===== src/rtl/example_sdiv_pkg.sv =====
// Shared constants and FSM state type for the sequential signed divider
// (21-bit dividend, 7-bit divisor, 14-bit quotient).
package example_sdiv_pkg;

    localparam int DIN0_W = 21;              // dividend width
    localparam int DIN1_W = 7;               // divisor / remainder width
    localparam int DOUT_W = 14;              // quotient output width
    localparam int QS_W   = DIN0_W + 1;      // signed full-range quotient width

    // Representable range of the 14-bit signed quotient.
    localparam int SAT_MAX = 8191;
    localparam int SAT_MIN = -8192;
    localparam logic [DOUT_W-1:0] DOUT_MAX = {1'b0, {(DOUT_W-1){1'b1}}};
    localparam logic [DOUT_W-1:0] DOUT_MIN = {1'b1, {(DOUT_W-1){1'b0}}};

    // One restoring step per dividend bit.
    localparam int N_ITER = DIN0_W;
    localparam int CNT_W  = $clog2(N_ITER);

    typedef enum logic [1:0] {
        IDLE,
        RUN,
        FIX,
        DONE
    } state_t;

endpackage


===== src/rtl/example_sdiv_step.sv =====
// One unsigned restoring-division step: shift in the next dividend bit,
// trial-subtract the divisor, keep the difference if it did not go negative.
module example_sdiv_step
    import example_sdiv_pkg::*;
(
    input  logic [DIN1_W-1:0] rem_in,
    input  logic              dividend_bit,
    input  logic [DIN1_W-1:0] divisor,
    output logic [DIN1_W-1:0] rem_out,
    output logic              quot_bit
);

    logic [DIN1_W:0] shifted;
    logic [DIN1_W:0] diff;

    // The partial remainder stays below the divisor, so the shifted value
    // fits in DIN1_W+1 bits and the top bit of the difference is its sign.
    assign shifted  = {rem_in, dividend_bit};
    assign diff     = shifted - {1'b0, divisor};
    assign quot_bit = ~diff[DIN1_W];
    assign rem_out  = quot_bit ? diff[DIN1_W-1:0] : shifted[DIN1_W-1:0];

endmodule


===== src/rtl/example_sdiv_seq_21s7s.sv =====
// Sequential signed divider, 21-bit dividend by 7-bit divisor, fixed
// 23-cycle latency from accepted start to ap_done.
// Build option: define EXAMPLE_SDIV_SAT_EN to saturate an out-of-range
// quotient to 8191/-8192; otherwise dout is the low 14 bits (wrap).
module example_sdiv_seq_21s7s
    import example_sdiv_pkg::*;
#(
    parameter int ID         = 1,
    parameter int din0_WIDTH = 21,
    parameter int din1_WIDTH = 7,
    parameter int dout_WIDTH = 14
) (
    input  logic                  ap_clk,
    input  logic                  ap_rst,
    input  logic                  ap_start,
    output logic                  ap_idle,
    output logic                  ap_ready,
    output logic                  ap_done,
    input  logic [din0_WIDTH-1:0] din0,
    input  logic [din1_WIDTH-1:0] din1,
    output logic [dout_WIDTH-1:0] dout,
    output logic [din1_WIDTH-1:0] rem,
    output logic                  ovf
);

    state_t              state, state_nxt;
    logic [CNT_W-1:0]    cnt;
    logic [DIN0_W-1:0]   quo;        // dividend magnitude shifting out, quotient shifting in
    logic [DIN1_W-1:0]   prem;       // partial remainder magnitude
    logic [DIN1_W-1:0]   dvsr;       // divisor magnitude
    logic                dvd_neg;
    logic                dvs_neg;
    logic                dvs_zero;

    logic [DIN1_W-1:0]   step_rem;
    logic                step_q;

    logic signed [QS_W-1:0] q_signed;
    logic                   q_ovf;
    logic [DOUT_W-1:0]      fix_dout;
    logic [DIN1_W-1:0]      fix_rem;
    logic                   fix_ovf;

    example_sdiv_step u_step (
        .rem_in       (prem),
        .dividend_bit (quo[DIN0_W-1]),
        .divisor      (dvsr),
        .rem_out      (step_rem),
        .quot_bit     (step_q)
    );

    // State register.
    always_ff @(posedge ap_clk or posedge ap_rst) begin
        // NOTE: sequential state uses non-blocking assignments so every
        // register samples pre-edge values regardless of statement order.
        if (ap_rst) state <= IDLE;
        else        state <= state_nxt;
    end

    // Next-state decode and Moore handshake outputs.
    always_comb begin
        // NOTE: every output gets a default first so no path leaves it
        // unassigned, which would otherwise infer a latch.
        state_nxt = state;
        ap_idle   = 1'b0;
        ap_ready  = 1'b0;
        ap_done   = 1'b0;
        case (state)
            IDLE: begin
                ap_idle = 1'b1;
                if (ap_start) state_nxt = RUN;
            end
            RUN:  if (cnt == CNT_W'(N_ITER - 1)) state_nxt = FIX;
            FIX:  state_nxt = DONE;
            DONE: begin
                ap_ready  = 1'b1;
                ap_done   = 1'b1;
                state_nxt = IDLE;
            end
            default: state_nxt = IDLE;
        endcase
    end

    // Sign fix-up, range check and divide-by-zero override of the raw result.
    always_comb begin
        q_signed = {1'b0, quo};
        if (dvd_neg ^ dvs_neg) q_signed = -q_signed;
        q_ovf    = (q_signed > QS_W'(SAT_MAX)) || (q_signed < QS_W'(SAT_MIN));
        fix_dout = q_signed[DOUT_W-1:0];
`ifdef EXAMPLE_SDIV_SAT_EN
        if (q_ovf) fix_dout = q_signed[QS_W-1] ? DOUT_MIN : DOUT_MAX;
`endif
        fix_rem  = dvd_neg ? -prem : prem;
        fix_ovf  = q_ovf;
        if (dvs_zero) begin
            fix_dout = dvd_neg ? DOUT_MIN : DOUT_MAX;
            fix_rem  = '0;
            fix_ovf  = 1'b1;
        end
    end

    // Operand capture, iteration datapath and result registers.
    always_ff @(posedge ap_clk or posedge ap_rst) begin
        if (ap_rst) begin
            cnt      <= '0;
            quo      <= '0;
            prem     <= '0;
            dvsr     <= '0;
            dvd_neg  <= 1'b0;
            dvs_neg  <= 1'b0;
            dvs_zero <= 1'b0;
            dout     <= '0;
            rem      <= '0;
            ovf      <= 1'b0;
        end else begin
            case (state)
                IDLE: if (ap_start) begin
                    quo      <= din0[DIN0_W-1] ? -din0 : din0;
                    dvsr     <= din1[DIN1_W-1] ? -din1 : din1;
                    prem     <= '0;
                    dvd_neg  <= din0[DIN0_W-1];
                    dvs_neg  <= din1[DIN1_W-1];
                    dvs_zero <= (din1 == '0);
                    cnt      <= '0;
                end
                RUN: begin
                    quo  <= {quo[DIN0_W-2:0], step_q};
                    prem <= step_rem;
                    cnt  <= cnt + 1'b1;
                end
                FIX: begin
                    dout <= fix_dout;
                    rem  <= fix_rem;
                    ovf  <= fix_ovf;
                end
                default: ;
            endcase
        end
    end

endmodule

===== config.mk =====
export PLATFORM = sky130hd
export DESIGN_NAME = example_sdiv_seq_21s7s
export DESIGN_NICKNAME = d
export VERILOG_FILES = /design/src/rtl/example_sdiv_pkg.sv /design/src/rtl/example_sdiv_step.sv /design/src/rtl/example_sdiv_seq_21s7s.sv
export SDC_FILE = /design/constraint.sdc
export NUM_CORES = 1
export LEC_CHECK = 0
export ABC_AREA = 0
export CAP_MARGIN = 20
export CORE_ASPECT_RATIO = 1.5
export CORE_MARGIN = 2
export CORE_UTILIZATION = 30
export DETAILED_ROUTE_END_ITERATION = 8
export SLEW_MARGIN = 20
export SYNTH_ARGS = -nofsm -noshare
export SYNTH_HDL_FRONTEND = slang
export SYNTH_HIERARCHICAL = 1
export SYNTH_SLANG_ARGS = --single-unit

===== constraint.sdc =====
create_clock -name ap_clk -period 3 [get_ports ap_clk]
set_input_delay 0.75 -clock ap_clk [delete_from_list [all_inputs] [get_ports ap_clk]]
set_output_delay 0.75 -clock ap_clk [all_outputs]
set_load 0.02 [all_outputs]

==> flow_metrics.tcl <==
set metrics [dict create \
    outcome "finished, final reports clean" \
    crit_path_start_kind "input port" \
    n_antenna_cell 0 \
    cts_resized 0 \
    synth_top_family_by_area "compound AO/OA/AOI/OAI gates" \
    maxSlewHeadroom 0.509 \
    synth-edff-count 0 \
    grt_pass1_wl_um 19700 \
    power_mw 6.52 \
    avgViaCountPerCell 5.08 \
    fp.dieH_um 156 \
    holdCritPathClass "reg2reg" \
    syn_to_final_growth_pct 25.7 \
    yosys_register_bits 67 \
    wire_per_inst_um 14.2 \
    gr-total-overflow 0 \
    hold_end "dvsr[3]" \
    cp.arrival_ns 3.01 \
    final_common_cell "o21ai_0" \
    dpl.cell_count 812 \
    grt_pass1_vias 4182 \
    drtPass1Iterations 6 \
    dpl_cell_area_um2 5520 \
    tns_ns 0 \
    rows 55 \
    synthArstFlopShare 1.00 \
    p_comb_frac 0.553 \
    ant_nets 0 \
    hold_buffers 0 \
    reg2reg_slack_ns 0.46 \
    r2r_start "quo[12]" \
    ir_worst_vdd_mv 0.327 \
    slew_violations 0 \
    initial_utilization 0.307 \
    p_per_area_nw_per_um2 1120 \
    synth_cells 565 \
    vias 4209 \
    cts-root-buf "clkbuf_16" \
    layout-drive-gt1-share 0.0938 \
    path_clk_slew_ns 0.06 \
    crit_type "in2reg" \
    power_switching_mw 2.91 \
    power_frac_clock 0.174 \
    die_width_um 106 \
    finalCritPeriodShare 0.936 \
    worstHoldStart "dvsr[3]" \
    drt_wl_total_um 11800 \
    drc 0 \
    cts.sinks 67 \
    stdcell_count 828 \
    post-route-util 0.386 \
    reg2regPathDepth 5 \
    synth_xor_xnor_area_share 0.0754 \
    tightestPinTransition_ns 0.732 \
    ys_warn_count 6 \
    cp-end-kind "flip-flop" \
    clk_latency_ns 0.34 \
    fin_skew_ns 0.00441 \
    netlist_area_um2 4650 \
    port-buffer-count 55 \
    whs_path_depth 2 \
    yosys_most_used_dff "dfrtp_1" \
    yosys.area_share.simple 0.193 \
    gp_congestion 0.883 \
    grt.total_usage 0.148 \
    synth_compound_area_frac 0.224 \
    grt_max_degree 68 \
    setup_viol 0 \
    drt-initial-drc-count 224 \
    final_cell_mix "o21ai_0, dfrtp_1, nand2_1, clkdlybuf4s50_1, nor2_1" \
    synthAdderAreaFrac 0.0501 \
    htree_num_levels 3 \
    switching_share 0.446 \
    hold_viol_final 0 \
    core_area_um2 15100 \
    clock.fmax_mhz 356 \
    syn_nets 614 \
    rsz0062_at_grt "no" \
    p_seq_frac 0.274 \
    yosysSeqAreaShare 0.361 \
    reg2reg_to "ovf" \
    hpwl_um 8990 \
    cts_tree "yes" \
    synth_mux_area_frac 0.0315 \
    cp.required_ns 3.20 \
    clockBufferDepth 2 \
    io_pins 56 \
    cp_max_fo 5 \
    intPower_mw 3.61 \
    synth.distinct_cells 62 \
    post_cts_buffers 0 \
    p_leak_nw 2.47 \
    antenna_found_initial 0 \
    numCtsBuffers 9 \
    fin_nets 673 \
    maxCapViolations 0 \
    stdcell_area_um2 5840 \
    min_period_ns 2.81 \
    die_area_um2 16500 \
    postSynthAreaPerCell_um2 8.22 \
]
-- layout make-up --
| cell class | instances | area [um2] |
|---|---|---|
| fill | 1570 | 9300 |
| multi-input combinational | 419 | 2670 |
| sequential | 67 | 1680 |
| timing repair buffer | 79 | 743 |
| clock buffer | 13 | 280 |
| tap | 199 | 249 |
| inverter | 48 | 180 |
| clock inverter | 3 | 43.8 |
-- how the worst max path moves through the flow --
stage          startpoint  slack, ns  endpoint
2_1_floorplan     din0[7]       0.42   quo[15]
3_3_place_gp      din0[7]      -0.08   quo[15]
3_5_place_dp      din0[7]      -0.15   quo[14]
4_1_cts           din0[7]       0.19   quo[14]
5_1_grt           din0[7]       0.06   quo[14]
6_report          din0[7]       0.19   quo[14]
-- cells in the mapped netlist (3+ instances only) --
cell type | instances | area share
a21oi_1 | 21 | 0.023
o21ai_1 | 9 | 0.0097
a22o_1 | 5 | 0.0094
a211oi_1 | 5 | 0.0081
nand2_1 | 59 | 0.048
dfrtp_1 | 67 | 0.36
mux2i_1 | 9 | 0.019
xor2_1 | 21 | 0.040
xnor2_1 | 19 | 0.036
ha_1 | 17 | 0.046
nand3_1 | 12 | 0.013
nor2_1 | 47 | 0.038
o31ai_1 | 11 | 0.018
nand4_1 | 7 | 0.0094
nor2b_1 | 12 | 0.016
nor3_1 | 7 | 0.0075
o2111ai_1 | 3 | 0.0057
o22ai_1 | 12 | 0.016
o211ai_1 | 3 | 0.0048
or3_1 | 10 | 0.013
o21ai_0 | 69 | 0.074
mux2_1 | 3 | 0.0073
o41ai_1 | 3 | 0.0057
nor4_1 | 4 | 0.0054
clkbuf_1 | 27 | 0.022
inv_1 | 46 | 0.037
nand2b_1 | 10 | 0.013
-- state kept, by name, indices dropped and copies added, names as in the netlist --
register  flops
dvs_zero      1
state         2
cnt           5
dout         14
quo          21
prem          7
rem           7
dvd_neg       1
dvs_neg       1
ovf           1
dvsr          7
-- routing by layer --
layer,vias to the layer above,routed length [um],global-route usage
met5,-,0,0
met4,0,367,0.0727
met3,22,497,0.0279
met2,92,6130,0.271
met1,1992,4800,0.163
li1,2103,-,-
-- power by group through the flow --
| stage | clock (mW) | sequential [mW] | combinational (mW) |
|---|---|---|---|
| 2_1_floorplan | 0 | 1.76 | 2.48 |
| 4_1_cts | 1.15 | 1.78 | 3.62 |
| 6_report | 1.13 | 1.78 | 3.60 |
| 3_3_place_gp | 0 | 1.77 | 3.52 |
| 3_5_place_dp | 0 | 1.79 | 3.61 |
| 5_1_grt | 1.19 | 1.86 | 4.02 |
-- per-stage QoR --
step	setup slack [ns]	hold slack, ns
after floorplan	0.418	0.450
after CTS	0.194	0.485
after global placement	-0.0849	0.467
after detailed placement	-0.155	0.473
after global routing	0.0635	0.507
final	0.193	0.483
-- cell families (layout without fill, tap and decap cells) --
| kind of cell | after synthesis | in the layout |
|---|---|---|
| flip-flops | 67 | 67 |
| buffers and inverters | 79 | 143 |
| AO/OA/AOI/OAI | 165 | 165 |
| AND/OR/NAND/NOR | 182 | 182 |
| adder cells (fa/ha/maj) | 18 | 18 |
| multiplexers | 14 | 14 |
| XOR/XNOR | 40 | 40 |
-- critical path, cell delays in order --
cell	delay [ns]
clkdlybuf4s50_1	0.42
or4_4	0.54
or3_1	0.34
or3_1	0.39
o31ai_1	0.30
xor2_1	0.18
a21oi_1	0.08
Power figures use the tool's default switching activity.
